$ cat config.mk
export PLATFORM = sky130hd
export DESIGN_NAME = vga_clk_lock_ctrl
export DESIGN_NICKNAME = d
export VERILOG_FILES = /design/src/rtl/vga_clk_lock_ctrl.sv
export SDC_FILE = /design/constraint.sdc
export NUM_CORES = 1
export LEC_CHECK = 0
export CELL_PAD_IN_SITES_DETAIL_PLACEMENT = 1
export CELL_PAD_IN_SITES_GLOBAL_PLACEMENT = 2
export CORE_MARGIN = 5
export CORE_UTILIZATION = 35
export CTS_BUF_LIST = sky130_fd_sc_hd__clkbuf_2
export DETAILED_ROUTE_END_ITERATION = 8
export MAX_ROUTING_LAYER = met4
export PLACE_DENSITY = 0.8
export SKIP_LAST_GASP = 1
export SYNTH_ARGS = -nofsm -noshare
export SYNTH_HDL_FRONTEND = slang
export SYNTH_SLANG_ARGS = --single-unit
export TNS_END_PERCENT = 20
$ cat constraint.sdc
create_clock -name clk_in1 -period 2.5 [get_ports clk_in1]
set_input_delay 0.5 -clock clk_in1 [delete_from_list [all_inputs] [get_ports clk_in1]]
set_output_delay 0.5 -clock clk_in1 [all_outputs]
set_load 0.02 [all_outputs]
$ cat src/rtl/vga_clk_lock_ctrl.sv
`default_nettype none
// ============================================================================
//  Module   : vga_clk_lock_ctrl
//  Purpose  : Bring-up sequencer for the 25.175 MHz pixel-clock MMCM. Pulses
//             the MMCM reset, waits for lock, requires a stability window
//             before raising clk_ready, and retries a bounded number of times
//             before latching a failure. Lock losses while running re-trigger
//             the sequence.
//  Options  : VGA_CLK_LOSS_CNT_EN - enables the saturating lock-loss counter
//             (otherwise loss_cnt reads as zero).
//  Revision : 1.0 - initial release
// ============================================================================
module vga_clk_lock_ctrl #(
  parameter int RST_CYCLES    = 16,
  parameter int LOCK_TIMEOUT  = 100000,
  parameter int STABLE_CYCLES = 1024,
  parameter int MAX_RETRY     = 3,
  parameter int CNT_W         = 17
) (
  input  logic       clk_in1,
  input  logic       resetn,
  input  logic       locked,
  input  logic       restart,
  output logic       mmcm_rst,
  output logic       clk_ready,
  output logic       fail,
  output logic [2:0] state,
  output logic [3:0] retry_cnt,
  output logic [7:0] loss_cnt
);

  localparam logic [2:0] c_ST_RST    = 3'd0;
  localparam logic [2:0] c_ST_WAIT   = 3'd1;
  localparam logic [2:0] c_ST_STABLE = 3'd2;
  localparam logic [2:0] c_ST_RUN    = 3'd3;
  localparam logic [2:0] c_ST_FAIL   = 3'd4;

  localparam logic [CNT_W-1:0] c_RST_LAST    = CNT_W'(RST_CYCLES - 1);
  localparam logic [CNT_W-1:0] c_LOCK_LAST   = CNT_W'(LOCK_TIMEOUT - 1);
  localparam logic [CNT_W-1:0] c_STABLE_LAST = CNT_W'(STABLE_CYCLES - 1);
  localparam logic [CNT_W-1:0] c_CNT_ONE     = CNT_W'(1);
  localparam logic [3:0]       c_MAX_RETRY   = 4'(MAX_RETRY);

  logic [1:0]       sync_q;
  logic             locked_s;
  logic [2:0]       state_q, state_d;
  logic [CNT_W-1:0] cnt_q, cnt_d;
  logic [3:0]       retry_q, retry_d;
  logic             mmcm_rst_q, mmcm_rst_d;
  logic             clk_ready_q, clk_ready_d;
  logic             fail_q, fail_d;
  logic             xfer;

  // Two-flop synchronizer for the asynchronous MMCM lock indication
  always_ff @(posedge clk_in1 or negedge resetn) begin
    if (!resetn) sync_q <= 2'b00;
    else         sync_q <= {sync_q[0], locked};
  end

  assign locked_s = sync_q[1];

  // State, counters and registered outputs
  always_ff @(posedge clk_in1 or negedge resetn) begin
    if (!resetn) begin
      state_q     <= c_ST_RST;
      cnt_q       <= '0;
      retry_q     <= 4'd0;
      mmcm_rst_q  <= 1'b1;
      clk_ready_q <= 1'b0;
      fail_q      <= 1'b0;
    end else begin
      state_q     <= state_d;
      cnt_q       <= cnt_d;
      retry_q     <= retry_d;
      mmcm_rst_q  <= mmcm_rst_d;
      clk_ready_q <= clk_ready_d;
      fail_q      <= fail_d;
    end
  end

  // Next-state, retry bookkeeping and the shared cycle counter
  always_comb begin
    state_d = state_q;
    retry_d = retry_q;
    if (restart) begin
      state_d = c_ST_RST;
      retry_d = 4'd0;
    end else begin
      case (state_q)
        c_ST_RST: begin
          if (cnt_q == c_RST_LAST) state_d = c_ST_WAIT;
        end
        c_ST_WAIT: begin
          // A lock seen on the timeout cycle still counts as success
          if (locked_s) begin
            state_d = c_ST_STABLE;
          end else if (cnt_q == c_LOCK_LAST) begin
            if (retry_q == c_MAX_RETRY) begin
              state_d = c_ST_FAIL;
            end else begin
              retry_d = retry_q + 4'd1;
              state_d = c_ST_RST;
            end
          end
        end
        c_ST_STABLE: begin
          // A dropout here is a glitch, not a failed attempt
          if (!locked_s)                   state_d = c_ST_WAIT;
          else if (cnt_q == c_STABLE_LAST) state_d = c_ST_RUN;
        end
        c_ST_RUN: begin
          if (!locked_s) begin
            state_d = c_ST_RST;
            retry_d = 4'd0;
          end
        end
        c_ST_FAIL: begin
          state_d = c_ST_FAIL;
        end
        default: begin
          state_d = c_ST_RST;
        end
      endcase
    end

    // Restart clears the counter even though RST may be re-entered from RST
    xfer = restart || (state_d != state_q);
    if (xfer) begin
      cnt_d = '0;
    end else if ((state_q == c_ST_RUN) || (state_q == c_ST_FAIL)) begin
      cnt_d = cnt_q;
    end else begin
      cnt_d = cnt_q + c_CNT_ONE;
    end
  end

  // Outputs decoded from the next state so they move with the state register
  always_comb begin
    mmcm_rst_d  = (state_d == c_ST_RST) || (state_d == c_ST_FAIL);
    clk_ready_d = (state_d == c_ST_RUN);
    fail_d      = (state_d == c_ST_FAIL);
  end

`ifdef VGA_CLK_LOSS_CNT_EN
  logic [7:0] loss_q;
  logic       loss_inc;

  // A loss is only counted when the RUN->RST exit actually happens
  assign loss_inc = (state_q == c_ST_RUN) && !locked_s && !restart;

  // Saturating lock-loss counter; survives restart, cleared only by reset
  always_ff @(posedge clk_in1 or negedge resetn) begin
    if (!resetn)                          loss_q <= 8'd0;
    else if (loss_inc && loss_q != 8'hFF) loss_q <= loss_q + 8'd1;
  end

  assign loss_cnt = loss_q;
`else
  assign loss_cnt = 8'd0;
`endif

  assign state     = state_q;
  assign retry_cnt = retry_q;
  assign mmcm_rst  = mmcm_rst_q;
  assign clk_ready = clk_ready_q;
  assign fail      = fail_q;

endmodule
`default_nettype wire

==> impl_metrics.prom <==
# TYPE chip_impl_metric gauge
chip_impl_metric{name="groute.usage.overall",unit="%"} 14.4
chip_impl_metric{name="clkTransAtPathRegs",unit="ns"} 0.17
chip_impl_info{name="ys_top_cells_by_area",value="sky130_fd_sc_hd__dfrtp_1 (43%), sky130_fd_sc_hd__nor2_1 (6.0%), sky130_fd_sc_hd__xor2_1 (6.0%)"} 1
chip_impl_metric{name="num_antenna_cells",unit=""} 0
chip_impl_metric{name="number_of_synthesized_register_bits",unit=""} 29
chip_impl_metric{name="fp.dieW",unit="µm"} 78.0
chip_impl_metric{name="synth-edff-count",unit=""} 0
chip_impl_info{name="rr_startpoint",value="cnt_q[0]$_DFFE_PN0P_"} 1
chip_impl_metric{name="floorplan.rows",unit=""} 24
chip_impl_metric{name="routed_wirelength",unit="mm"} 3.97
chip_impl_metric{name="report.final.setup_viol",unit=""} 0
chip_impl_info{name="yosys-top-cells-count",value="sky130_fd_sc_hd__dfrtp_1 (28), sky130_fd_sc_hd__nor2_1 (26), sky130_fd_sc_hd__xor2_1 (11)"} 1
chip_impl_info{name="critical_path_class",value="reg2reg"} 1
chip_impl_metric{name="worst_pin_slew",unit="ns"} 0.608
chip_impl_metric{name="wire_length_of_the_first_global_routing_pass",unit="mm"} 6.75
chip_impl_metric{name="synthesis.instances",unit=""} 167
chip_impl_metric{name="finalNetCount",unit=""} 191
chip_impl_metric{name="power_dens_cells",unit="nW/µm²"} 415
chip_impl_info{name="synthFlopType",value="sky130_fd_sc_hd__dfrtp_1"} 1
chip_impl_metric{name="drtPass1Iterations",unit=""} 4
chip_impl_metric{name="cts_inserted_buffers",unit=""} 5
chip_impl_metric{name="htree_num_levels",unit=""} 2
chip_impl_metric{name="drtIter0Drc",unit=""} 65
chip_impl_metric{name="synth_area_per_cell",unit="µm²"} 9.69
chip_impl_metric{name="vdd_ir_drop_max",unit="mV"} 0.233
chip_impl_metric{name="timing.final.hold_violations",unit=""} 0
chip_impl_metric{name="max_cap_viol_count",unit=""} 0
chip_impl_metric{name="clk-insertion-delay-late",unit="ns"} 0.37
chip_impl_info{name="r2r_end",value="cnt_q[13]$_DFFE_PN0P_"} 1
chip_impl_metric{name="finalClockSkew",unit="ns"} 0.0291
chip_impl_info{name="hold_path.startpoint",value="sync_q[0]$_DFF_PN0_"} 1
chip_impl_info{name="clock_tree_from_tritoncts",value="yes"} 1
chip_impl_metric{name="p_leak",unit="µW"} 0.000778
chip_impl_metric{name="core_area",unit="µm²"} 4410
chip_impl_metric{name="gp_routability_congestion",unit=""} 0.758
chip_impl_metric{name="layout-area-overhead-vs-synth",unit="%"} 13.4
chip_impl_metric{name="hold-path-cell-count",unit=""} 0
chip_impl_metric{name="drc",unit=""} 0
chip_impl_metric{name="clock_path_buffers",unit=""} 2
chip_impl_info{name="cts_root_buffer",value="sky130_fd_sc_hd__clkbuf_2"} 1
chip_impl_info{name="grt_setup_unrepaired",value="false"} 1
chip_impl_metric{name="final.setup.worst_slack",unit="ns"} 0.247
chip_impl_info{name="worstHoldPathType",value="reg2reg"} 1
chip_impl_info{name="worst_hold_endpoint",value="sync_q[1]$_DFF_PN0_"} 1
chip_impl_metric{name="clock-sinks",unit=""} 29
chip_impl_metric{name="yosysTopAreaCellShare",unit="%"} 43.3
chip_impl_metric{name="syn-cell-area",unit="µm²"} 1620
chip_impl_metric{name="slew_hr",unit="%"} 59.4
chip_impl_metric{name="cts_hold_repair.buffers",unit=""} 0
chip_impl_metric{name="ioPinCount",unit=""} 22
chip_impl_metric{name="worstPathArrival",unit="ns"} 2.50
chip_impl_metric{name="final_max_slew_viol_count",unit=""} 0
chip_impl_metric{name="yosysWarnings",unit=""} 0
chip_impl_metric{name="place_worst_setup_slack",unit="ns"} 0.0543
chip_impl_metric{name="post-route-period-util",unit="%"} 90.1
chip_impl_metric{name="worst-r2r-setup-slack",unit="ns"} 0.25
chip_impl_metric{name="reg2regPathDepth",unit=""} 7
chip_impl_metric{name="finalNonFillerCells",unit=""} 238
chip_impl_metric{name="fmax",unit="GHz"} 0.444
chip_impl_metric{name="route.antenna.remaining_nets",unit=""} 0
chip_impl_metric{name="route.detailed.vias_per_inst",unit=""} 5.40
chip_impl_metric{name="die_outline_height",unit="µm"} 78.0
chip_impl_metric{name="final_layout_size_suffix_gt1_share",unit="%"} 12.4
chip_impl_metric{name="area_after_detailed_placement",unit="µm²"} 1780
chip_impl_metric{name="grt_start_max_net_pins",unit=""} 30
chip_impl_metric{name="number_of_global_route_vias_before_repair",unit=""} 1432
chip_impl_metric{name="utilization_after_layout",unit="%"} 41.6
chip_impl_info{name="crit_path_start_kind",value="flip-flop"} 1
chip_impl_metric{name="finalSetupTns",unit="ns"} 0
chip_impl_metric{name="grt_remaining_overflow",unit=""} 0
chip_impl_metric{name="part_of_the_yosys_area_used_for_sequential_elements",unit="%"} 44.9
chip_impl_metric{name="port-buffer-count",unit=""} 13
chip_impl_metric{name="async_reset_ff_share",unit="%"} 100
chip_impl_metric{name="finalWorstPathRequiredPeriod",unit="ns"} 2.25
chip_impl_metric{name="start_util",unit="%"} 36.6
chip_impl_metric{name="grt_antenna_before_repair",unit=""} 0
chip_impl_metric{name="dieArea",unit="µm²"} 6080
chip_impl_info{name="run_status",value="complete, no violations"} 1
chip_impl_metric{name="placed_cells",unit=""} 229
chip_impl_metric{name="critical_path.max_fanout",unit=""} 17
chip_impl_metric{name="yosysUniqueCellTypes",unit=""} 42
chip_impl_metric{name="detail_route.wl_per_cell",unit="µm"} 16.7
chip_impl_metric{name="place.detailed.hpwl",unit="mm"} 2.94
chip_impl_metric{name="design_area",unit="µm²"} 1830
chip_impl_info{name="synth_largest_area_cell",value="sky130_fd_sc_hd__dfrtp_1"} 1
chip_impl_metric{name="worst-endpoint-required",unit="ns"} 2.75
chip_impl_metric{name="routed_via_count",unit=""} 1285
chip_impl_info{name="element_type_at_the_critical_path_end",value="flip-flop"} 1
chip_impl_info{name="yosys.cell_count.top_type",value="sky130_fd_sc_hd__dfrtp_1"} 1
where the power goes:
part           internal [µW]  switching, µW
clock                   61.1            165
sequential               475           7.19
combinational           17.5           35.1
total                    554            208
routing by layer:
| layer | track usage, % | part of all wire [%] | up-vias |
|---|---|---|---|
| met2 | 23.5 | 50 | 25 |
| met4 | 7.09 | 2.2 | 0 |
| li1 | - | - | 599 |
| met5 | - | 0 | - |
| met1 | 15.7 | 43 | 654 |
| met3 | 4.40 | 4.7 | 7 |
worst max-delay path: stages (launching register included):
cell and delay (ns):
sky130_fd_sc_hd__dfrtp_1 0.45, sky130_fd_sc_hd__ha_1 0.20, sky130_fd_sc_hd__nand3_2 0.12, sky130_fd_sc_hd__or4_1 0.42, sky130_fd_sc_hd__or4_4 0.53, sky130_fd_sc_hd__a22oi_4 0.17, sky130_fd_sc_hd__buf_12 0.17, sky130_fd_sc_hd__nor2_1 0.06
cell usage in the layout (no fill, tap or decap), types with 2 or more instances in the layout:
cell	Yosys	layout
sky130_fd_sc_hd__clkbuf_2	0	5
sky130_fd_sc_hd__ha_1	2	2
sky130_fd_sc_hd__nor2b_1	4	4
sky130_fd_sc_hd__nand2b_1	4	4
sky130_fd_sc_hd__mux2i_1	2	2
sky130_fd_sc_hd__and3_1	4	4
sky130_fd_sc_hd__a211oi_1	2	2
sky130_fd_sc_hd__a21oi_1	3	3
sky130_fd_sc_hd__buf_4	8	4
sky130_fd_sc_hd__nor4_1	5	5
sky130_fd_sc_hd__conb_1	1	8
sky130_fd_sc_hd__nor2_1	26	26
sky130_fd_sc_hd__clkinv_1	0	2
sky130_fd_sc_hd__nor3_1	8	8
sky130_fd_sc_hd__nand4_1	4	4
sky130_fd_sc_hd__xor2_1	11	11
sky130_fd_sc_hd__inv_1	3	3
sky130_fd_sc_hd__nand3b_1	2	2
sky130_fd_sc_hd__o21ai_0	2	2
sky130_fd_sc_hd__clkdlybuf4s50_1	0	13
sky130_fd_sc_hd__dfrtp_1	28	28
sky130_fd_sc_hd__and4_1	2	2
sky130_fd_sc_hd__xnor2_1	7	7
sky130_fd_sc_hd__nand2_1	7	7
sky130_fd_sc_hd__or3b_2	2	2
sky130_fd_sc_hd__nand3_1	8	8
sequential cells by signal, indices dropped and copies added (netlist names):
name,count
cnt_q,17
retry_cnt,4
state,3
sync_q,2
clk_ready,1
fail,1
mmcm_rst,1
worst max-delay path by stage:
stage | startpoint | endpoint | slack, ns
detailed placement | cnt_q[0]$_DFFE_PN0P_ | cnt_q[3]$_DFFE_PN0P_ | 0.05
CTS | cnt_q[0]$_DFFE_PN0P_ | cnt_q[13]$_DFFE_PN0P_ | 0.02
global placement | cnt_q[0]$_DFFE_PN0P_ | cnt_q[16]$_DFFE_PN0P_ | 0.21
floorplan | cnt_q[0]$_DFFE_PN0P_ | cnt_q[6]$_DFFE_PN0P_ | 0.38
finish | cnt_q[0]$_DFFE_PN0P_ | cnt_q[13]$_DFFE_PN0P_ | 0.25
global route | cnt_q[0]$_DFFE_PN0P_ | cnt_q[7]$_DFFE_PN0P_ | 0.17
layout make-up:
cell class / count / area [µm²]
fillers: 534 / 2580
flip-flops and latches: 29 / 727
clock inverters: 3 / 12.5
clock buffers: 5 / 25.0
repair buffers: 18 / 180
multi-input cells: 128 / 813
well taps: 52 / 65.1
inverters: 3 / 11.3
through the flow:
stage	total power [µW]	hold slack (ns)
6_report	761	0.384
5_1_grt	799	0.402
4_1_cts	775	0.387
3_5_place_dp	540	0.348
3_3_place_gp	537	0.335
2_1_floorplan	528	0.204
kinds of logic (layout without fill, tap and decap cells):
kind of cell	count (synthesis)	in the layout	share of synthesized area, %
simple gates	86	86	29.5
mux	2	2	1.24
buf+inv	17	29	6.42
xor+xnor	18	18	9.74
fa+ha+maj	2	2	1.55
flops	29	29	44.9
other cells	1	8	0.232
compound gates	12	12	6.34
timing repair:
item                       in CTS  in global routing
gates resized for setup         0                  0
setup buffers                   0                  1
setup endpoints to repair       0                 17
Power figures use the tool's default switching activity.
